--- config.mk ---
export PLATFORM = sky130hd
export DESIGN_NAME = iter_right_shifter
export DESIGN_NICKNAME = d
export VERILOG_FILES = /design/src/rtl/iter_right_shifter_pkg.sv /design/src/rtl/iter_right_shifter_shr_step.sv /design/src/rtl/iter_right_shifter.sv
export SDC_FILE = /design/constraint.sdc
export NUM_CORES = 1
export LEC_CHECK = 0
export ABC_CLOCK_PERIOD_IN_PS = 3000
export BUFFER_PORTS_ARGS = -buffer_cell sky130_fd_sc_hd__buf_2
export CAP_MARGIN = 25
export CORE_UTILIZATION = 55
export CTS_BUF_LIST = sky130_fd_sc_hd__clkbuf_8
export DETAILED_ROUTE_END_ITERATION = 16
export GPL_ROUTABILITY_DRIVEN = 0
export HOLD_SLACK_MARGIN = 0.08
export PLACE_DENSITY = 0.92
export SKIP_CTS_REPAIR_TIMING = 1
export SLEW_MARGIN = 10
export SYNTH_ARGS = -nofsm -noshare
export SYNTH_HDL_FRONTEND = slang
export SYNTH_SLANG_ARGS = --single-unit
--- constraint.sdc ---
create_clock -name clk -period 3 [get_ports clk]
set_input_delay 0.3 -clock clk [delete_from_list [all_inputs] [get_ports clk]]
set_output_delay 0.3 -clock clk [all_outputs]
set_load 0.02 [all_outputs]
--- src/rtl/iter_right_shifter_pkg.sv ---
// Shared types and constants for the iterative right shifter/rotator.
// The state encoding and the mode values are fixed here so that any block or bench can rely on them.
package iter_right_shifter_pkg;

  localparam int DEF_WIDTH = 8;
  localparam int DEF_AMT_W = 3;

  localparam logic MODE_ROR = 1'b0;
  localparam logic MODE_LSR = 1'b1;

  typedef enum logic [1:0] {
    ST_IDLE  = 2'd0,
    ST_SHIFT = 2'd1,
    ST_DONE  = 2'd2
  } state_t;

endpackage

--- src/rtl/iter_right_shifter_shr_step.sv ---
// Combinational single-position right step.
// The bit vacated at the MSB is filled either with the old LSB (rotate) or with zero (logical shift).
module shr_step
  import iter_right_shifter_pkg::*;
#(
  parameter int WIDTH = DEF_WIDTH
) (
  input  logic [WIDTH-1:0] d,
  input  logic             mode,
  output logic [WIDTH-1:0] q
);

  logic fill;

  assign fill = (mode == MODE_LSR) ? 1'b0 : d[0];
  assign q    = {fill, d[WIDTH-1:1]};

endmodule

--- src/rtl/iter_right_shifter.sv ---
// Sequential right shifter/rotator with valid/ready on both sides.
// It moves the operand one bit position per clock, so a shift by amt takes amt cycles in SHIFT.
//
// state    | meaning
// ---------+-------------------------------------------------------------
// ST_IDLE  | in_ready high; waiting for an operand
// ST_SHIFT | one right step per edge; cnt holds the steps still to do
// ST_DONE  | out_valid high; result held until the sink takes it
module iter_right_shifter
  import iter_right_shifter_pkg::*;
#(
  parameter int WIDTH = DEF_WIDTH,
  parameter int AMT_W = DEF_AMT_W
) (
  input  logic             clk,
  input  logic             rst,
  input  logic             in_valid,
  output logic             in_ready,
  input  logic [WIDTH-1:0] in_data,
  input  logic [AMT_W-1:0] in_amt,
  input  logic             in_mode,
  output logic             out_valid,
  input  logic             out_ready,
  output logic [WIDTH-1:0] out_data
);

  state_t           state_q, state_d;
  logic [WIDTH-1:0] data_q, data_d;
  logic [AMT_W-1:0] cnt_q, cnt_d;
  logic             mode_q, mode_d;
  logic [WIDTH-1:0] step_q;

  shr_step #(
    .WIDTH(WIDTH)
  ) u_step (
    .d   (data_q),
    .mode(mode_q),
    .q   (step_q)
  );

  always_ff @(posedge clk) begin
    if (rst) begin
      state_q <= ST_IDLE;
      data_q  <= '0;
      cnt_q   <= '0;
      mode_q  <= MODE_ROR;
    end else begin
      state_q <= state_d;
      data_q  <= data_d;
      cnt_q   <= cnt_d;
      mode_q  <= mode_d;
    end
  end

  always_comb begin
    state_d = state_q;
    data_d  = data_q;
    cnt_d   = cnt_q;
    mode_d  = mode_q;
    unique case (state_q)
      ST_IDLE: begin
        if (in_valid) begin
          data_d  = in_data;
          mode_d  = in_mode;
          cnt_d   = in_amt;
          state_d = (in_amt == '0) ? ST_DONE : ST_SHIFT;
        end
      end
      ST_SHIFT: begin
        data_d = step_q;
        cnt_d  = cnt_q - 1'b1;
        if (cnt_q == AMT_W'(1)) state_d = ST_DONE;
      end
      ST_DONE: begin
        if (out_ready) state_d = ST_IDLE;
      end
      default: state_d = ST_IDLE;
    endcase
  end

  // data_q is frozen outside SHIFT, so it doubles as the held output register.
  assign in_ready  = (state_q == ST_IDLE) && !rst;
  assign out_valid = (state_q == ST_DONE);
  assign out_data  = data_q;

endmodule

==> qor.txt, run 1 <==
CTS tree -> yes
Tot Pwr -> 0.537 mW
Root buf cell -> clkbuf_8
Synth-to-Final Area Change -> 16.8%
CP Capture Type -> register
Layout Nets -> 121
Yosys top cell by area -> dfxtp_1
Dpl cell area -> 890 um2
Post-route minimum period -> 1.83 ns
Tightest Pin Transition -> 0.776 ns
Routed wire length -> 1.55 mm
CTS max path bufs -> 2
CP arrival -> 1.97 ns
Ports -> 26
Reg power frac -> 42.5%
GRT overflow -> 0
Pint -> 0.364 mW
Seq/Total Area, Yosys -> 35.2%
Worst endpoint required time -> 3.14 ns
Cell area after synthesis -> 797 um2
DRC Markers -> 0
Largest net degree at the start of global routing -> 23
Register area -> 280 um2
Routed len/inst -> 13.4 um
Startpoint class of the critical path -> register
Max FO, Critical Path -> 22
Cells after synthesis -> 78
Area occupied by multi-input gates -> 443 um2
Max Cap Viol -> 0
Core box area -> 1320 um2
Die Ht -> 40.1 um
Mean post-synth cell area -> 10.2 um2
Antenna-violating nets left -> 0
Setup CP Type -> reg2reg
Part of the power in combinational logic -> 29.0%
Filler cell count -> 110
Vias per cell -> 5.53
Total negative setup slack -> 0 ns
P per Cell Area -> 577 nW/um2
Inserted Clock Buffers -> 3
Total Routing Usage GR -> 21.9%
Final Cycle Share -> 61.0%
Synth cell types -> 29
Max Slew Vio Count -> 0
TritonCTS sink count -> 14
Design Area, Final -> 931 um2
Unrepaired setup endpoints after global routing -> false
Dpl hpwl -> 1.14 mm
Hold Fails Final Rpt -> 0
Synth Net Count -> 96
Port-buffer cells -> 25
Vias in the first global route -> 536
Status -> finished, final reports clean
CTS clock-pin slew for the worst setup and hold paths -> 0.05 ns
Yosys warnings -> 0
Net load switching power -> 0.173 mW
DR vias -> 642
HP Class -> in2reg
Ant. Diodes -> 0
Sw frac -> 32.2%
Fmax -> 547 MHz
Site row count -> 13
Worst Skew -> 0.000606 ns
Pre-antenna DRT Iters -> 2
First-pass GRT wire length -> 2.27 mm
Fraction of layout cells with a size suffix above 1 -> 44.6%
Static leakage -> 0.411 nW
Die area -> 1610 um2
Later-pin clock latency in the skew report -> 0.24 ns
Synth top area share -> 35.2%
Initial Util -> 60.5%
Initial antenna violation count -> 0
CTS HTree Levels -> 1
Initial drt markers -> 7
Synth Register Bits -> 14
Clock share of power -> 28.5%
Die span in x -> 40.1 um
Setup violators final -> 0
Synth top area cells -> dfxtp_1, a211oi_2, mux2i_1
VDD IR max -> 0.400 mV
Headroom to the max-slew limit -> 48.3%
[power by group through the flow]
stage | clock network [mW] | logic (mW) | registers [mW]
floorplan | 0 | 0.113 | 0.245
global placement | 0 | 0.150 | 0.230
detailed placement | 0 | 0.157 | 0.232
CTS | 0.153 | 0.157 | 0.228
global route | 0.160 | 0.170 | 0.231
finish | 0.153 | 0.156 | 0.228
[cell families (layout without fill, tap and decap cells)]
logic type	after synthesis	in the layout	share of synthesized area, %
adder cells (fa/ha/maj)	2	2	3.14
buffers and inverters	10	33	9.26
flip-flops	14	14	35.2
multiplexers	8	8	10.0
AO/OA/AOI/OAI	21	21	25.1
AND/OR/NAND/NOR	23	23	17.3
[layout by cell type, fill, tap and decap left out, drive strengths merged]
cell | synthesis | layout
buf | 6 | 26
dfxtp | 14 | 14
nor2 | 10 | 10
mux2i | 8 | 8
a211oi | 7 | 7
inv | 4 | 4
a21oi | 4 | 4
o21ai | 4 | 4
clkbuf | 0 | 3
nor2b | 3 | 3
nand2 | 2 | 2
nor3b | 2 | 2
o311a | 2 | 2
nand3b | 2 | 2
ha | 2 | 2
nor3 | 1 | 1
o21ba | 1 | 1
or3 | 1 | 1
nor4 | 1 | 1
o221a | 1 | 1
a2111oi | 1 | 1
nand2b | 1 | 1
o211ai | 1 | 1
[worst paths after layout]
check	startpoint	endpoint	slack, ns	cells past startpoint
max	state_q[0]	cnt_q[2]	1.17	4
max reg2reg	state_q[0]	cnt_q[2]	1.17	4
min	in_mode	mode_q	0.31	3
min reg2reg	cnt_q[1]	cnt_q[1]	0.48	2
[worst max-delay path, stage by stage, from the launching register on]
cell and delay [ns]:
dfxtp_1 0.30, buf_4 0.28, o21ba_1 0.70, nor2_1 0.14, a2111oi_2 0.30
[sequential cells by signal (all words and copies together) (netlist names)]
| register | flops |
|---|---|
| cnt_q | 3 |
| mode_q | 1 |
| out_data | 8 |
| state_q | 2 |
[metal layers]
| layer | up-vias | GRT usage, % | routed length [um] |
|---|---|---|---|
| met5 | - | 0 | 0 |
| met2 | 15 | 39.5 | 770 |
| met1 | 298 | 23.6 | 690 |
| li1 | 327 | - | - |
| met4 | 0 | 7.76 | 19 |
| met3 | 2 | 6.67 | 71 |
[final cells by class]
cell class / count / share of cell area [%]
Sequential cell: 14 / 30.1
Timing Repair Buffer: 26 / 14.2
Tap cell: 15 / 2.02
Clock buffer: 3 / 4.44
Multi-Input combinational cell: 54 / 47.6
Inverter: 4 / 1.61
[cells in the mapped netlist]
| cell type | instances |
|---|---|
| nand2_1 | 2 |
| o311a_1 | 2 |
| a2111oi_2 | 1 |
| buf_6 | 1 |
| o211ai_2 | 1 |
| nor3_1 | 1 |
| nor4_1 | 1 |
| o21ai_0 | 3 |
| buf_2 | 1 |
| or3_1 | 1 |
| ha_1 | 2 |
| nand3b_1 | 2 |
| a211oi_2 | 7 |
| buf_4 | 3 |
| a21oi_1 | 3 |
| inv_1 | 4 |
| o221a_1 | 1 |
| buf_12 | 1 |
| nor2b_2 | 1 |
| nor3b_2 | 2 |
| nand2b_2 | 1 |
| nor2b_1 | 2 |
| nor2_2 | 2 |
| a21oi_2 | 1 |
| dfxtp_1 | 14 |
| mux2i_1 | 8 |
| o21ai_1 | 1 |
| nor2_1 | 8 |
| o21ba_1 | 1 |
[through the flow]
step	cells	hold slack [ns]	worst slack [ns]	utilization, %
2_1_floorplan	78	0.369	1.71	-
3_3_place_gp	113	0.460	1.30	67.5
3_5_place_dp	113	0.470	1.17	67.5
4_1_cts	116	0.312	1.16	70.7
5_1_grt	116	0.312	1.02	70.7
6_report	116	0.308	1.17	70.7
Note: power is estimated with default switching activity, not from simulation.
==> inputs of run 2 (changes only) <==
--- a/config.mk
+++ b/config.mk
@@ -5,15 +5,15 @@
 export SDC_FILE = /design/constraint.sdc
 export NUM_CORES = 1
 export LEC_CHECK = 0
-export ABC_CLOCK_PERIOD_IN_PS = 3000
+export ABC_CLOCK_PERIOD_IN_PS = 1450
 export BUFFER_PORTS_ARGS = -buffer_cell sky130_fd_sc_hd__buf_2
 export CAP_MARGIN = 25
-export CORE_UTILIZATION = 55
+export CORE_UTILIZATION = 46
 export CTS_BUF_LIST = sky130_fd_sc_hd__clkbuf_8
 export DETAILED_ROUTE_END_ITERATION = 16
 export GPL_ROUTABILITY_DRIVEN = 0
 export HOLD_SLACK_MARGIN = 0.08
-export PLACE_DENSITY = 0.92
+export PLACE_DENSITY = 0.82
 export SKIP_CTS_REPAIR_TIMING = 1
 export SLEW_MARGIN = 10
 export SYNTH_ARGS = -nofsm -noshare
==> constraint.sdc (replaced) <==
create_clock -name clk -period 1.45 [get_ports clk]
set_input_delay 0.145 -clock clk [delete_from_list [all_inputs] [get_ports clk]]
set_output_delay 0.145 -clock clk [all_outputs]
set_load 0.02 [all_outputs]
==> qor.txt, run 2 (synthesis results as in run 1) <==
Ports -> 26 (unchanged)
Total Routing Usage GR -> 18.4% (was 21.9%)
Fmax -> 802 MHz
Most common cell after layout, fill and taps aside -> buf_2 (unchanged)
Part of the power in combinational logic -> 29.1% (was 29.0%)
TritonCTS sink count -> 14 (unchanged)
Hold Fails Final Rpt -> 0 (unchanged)
Worst path cell trace -> buf_4 -> nor3_1 -> buf_2 (was buf_4 -> o21ba_1 -> nor2_1 -> a2111oi_2)
Max Slew Vio Count -> 0 (unchanged)
Initial Util -> 51.1% (was 60.5%)
Pre-antenna DRT Iters -> 10 (was 2)
Static leakage -> 0.438 nW (was 0.411 nW)
DRC Markers -> 1 (was 0)
Routed len/inst -> 12.7 um (was 13.4 um)
Final Cycle Share -> 86.0%
Tightest Pin Transition -> 0.341 ns (was 0.776 ns)
Unrepaired setup endpoints after global routing -> false (unchanged)
Failing checks -> design-rule violations
Placement Setup Slack -> 0.228 ns (was 1.17 ns)
Port-buffer cells -> 25 (unchanged)
CTS HTree Levels -> 1 (unchanged)
Vias in the first global route -> 642 (was 536)
Post-route minimum period -> 1.25 ns
Net load switching power -> 0.362 mW (was 0.173 mW)
Site row count -> 14 (was 13)
Max FO, Critical Path -> 10 (was 22)
Pint -> 0.829 mW (was 0.364 mW)
CTS clock-pin slew for the worst setup and hold paths -> 0.06 ns (was 0.05 ns)
Die area -> 1900 um2 (was 1610 um2)
Core box area -> 1560 um2 (was 1320 um2)
Cell family with most CP delay -> buffers and inverters (was compound AO/OA/AOI/OAI gates)
Slowest cell on crit path -> dfxtp_1 (was o21ba_1)
Reg power frac -> 39.3% (was 42.5%)
Worst setup margin -> 0.203 ns (was 1.17 ns)
CP arrival -> 1.10 ns (was 1.97 ns)
Most frequent cells in the layout -> buf_2, dfxtp_1, mux2i_1, nor2_1, a211oi_2 (unchanged)
P per Cell Area -> 1210 nW/um2 (was 577 nW/um2)
Status -> finished, violations left (was finished, final reports clean)
Clock share of power -> 31.6% (was 28.5%)
First-pass GRT wire length -> 2.60 mm (was 2.27 mm)
GRT overflow -> 0 (unchanged)
Initial antenna violation count -> 0 (unchanged)
CTS tree -> yes (unchanged)
Crit path buffers/inverters -> 2 (was 1)
Fraction of layout cells with a size suffix above 1 -> 46.7% (was 44.6%)
DR vias -> 648 (was 642)
CTS max path bufs -> 2 (unchanged)
Routed wire length -> 1.53 mm (was 1.55 mm)
Hold Slack -> 0.144 ns (was 0.308 ns)
Largest register FFs -> 8 (unchanged)
Later-pin clock latency in the skew report -> 0.24 ns (about the same)
Die Ht -> 43.6 um (was 40.1 um)
Ant. Diodes -> 0 (unchanged)
Inserted Clock Buffers -> 3 (unchanged)
Tot Pwr -> 1.19 mW (was 0.537 mW)
VDD IR max -> 0.681 mV (was 0.400 mV)
Max Cap Viol -> 0 (unchanged)
Dpl hpwl -> 1.16 mm (was 1.14 mm)
Layout Nets -> 124 (was 121)
Antenna-violating nets left -> 0 (unchanged)
Vias per cell -> 5.36 (was 5.53)
Initial drt markers -> 12 (was 7)
Sw frac -> 30.4% (was 32.2%)
Total negative setup slack -> 0 ns (unchanged)
Largest net degree at the start of global routing -> 16 (was 23)
CP max stage delay -> 0.31 ns (was 0.70 ns)
Setup CP Type -> reg2out (was reg2reg)
Headroom to the max-slew limit -> 77.3% (was 48.3%)
Startpoint class of the critical path -> register (unchanged)
Worst endpoint required time -> 1.31 ns (was 3.14 ns)
Synth-to-Final Area Change -> 23.1% (was 16.8%)
CP Capture Type -> output port (was register)
Filler cell count -> 147 (was 110)
Worst Skew -> 0.000482 ns (was 0.000606 ns)
Register area -> 280 um2 (unchanged)
Area occupied by multi-input gates -> 443 um2 (unchanged)
Root buf cell -> clkbuf_8 (unchanged)
Die span in x -> 43.6 um (was 40.1 um)
HP Class -> in2reg (unchanged)
Setup violators final -> 0 (unchanged)
[run 2: cell count changes in the layout (fill, tap and decap cells not counted), sizes merged]
cell    previous run  this run
clkbuf             3         4
buf               26        29
[run 2: final cells by class]
| class | count | share of cell area (%) |
|---|---|---|
| multi-input cells | 54 | 45.2 |
| clock buffers | 4 | 5.61 |
| flip-flops and latches | 14 | 28.6 |
| inverters | 4 | 1.53 |
| well taps | 16 | 2.04 |
| repair buffers | 29 | 17.1 |
[run 2: power by group through the flow]
stage	clock network, mW	logic, mW	registers (mW)
global placement	0	0.341	0.474
finish	0.377	0.347	0.467
global route	0.401	0.381	0.473
floorplan	0	0.235	0.507
CTS	0.387	0.351	0.468
detailed placement	0	0.350	0.475
[run 2: per-layer routing]
layer | wire, um | vias to the layer above | part of all wire [%] | global-route usage [%]
met5 | 0 | - | 0 | 0
met4 | 9 | 0 | 0.59 | 11.3
met3 | 92 | 2 | 6.0 | 3.33
met2 | 744 | 23 | 49 | 29.9
met1 | 685 | 288 | 45 | 22.3
li1 | - | 335 | - | -
[run 2: tightest hold or removal path, delay by kind of cell]
family | cells | cell delay (ns)
buf+inv | 1 | 0.07
mux | 1 | 0.06
simple gates | 1 | 0.07
[run 2: final timing paths]
path         startpoint        to  slack (ns)  cells past startpoint
max          state_q[1]  in_ready        0.20                      3
min             in_mode    mode_q        0.14                      3
max reg2reg    cnt_q[0]  cnt_q[2]        0.22                      5
min reg2reg    cnt_q[1]  cnt_q[1]        0.47                      2
[run 2: through the flow]
| step | util [%] | instance area, um2 | cells |
|---|---|---|---|
| 4_1_cts | 62.9 | 981 | 121 |
| 3_3_place_gp | 59.4 | 926 | 117 |
| 3_5_place_dp | 59.4 | 926 | 117 |
| 5_1_grt | 62.9 | 981 | 121 |
| 6_report | 62.9 | 981 | 121 |
| 2_1_floorplan | - | 797 | 78 |
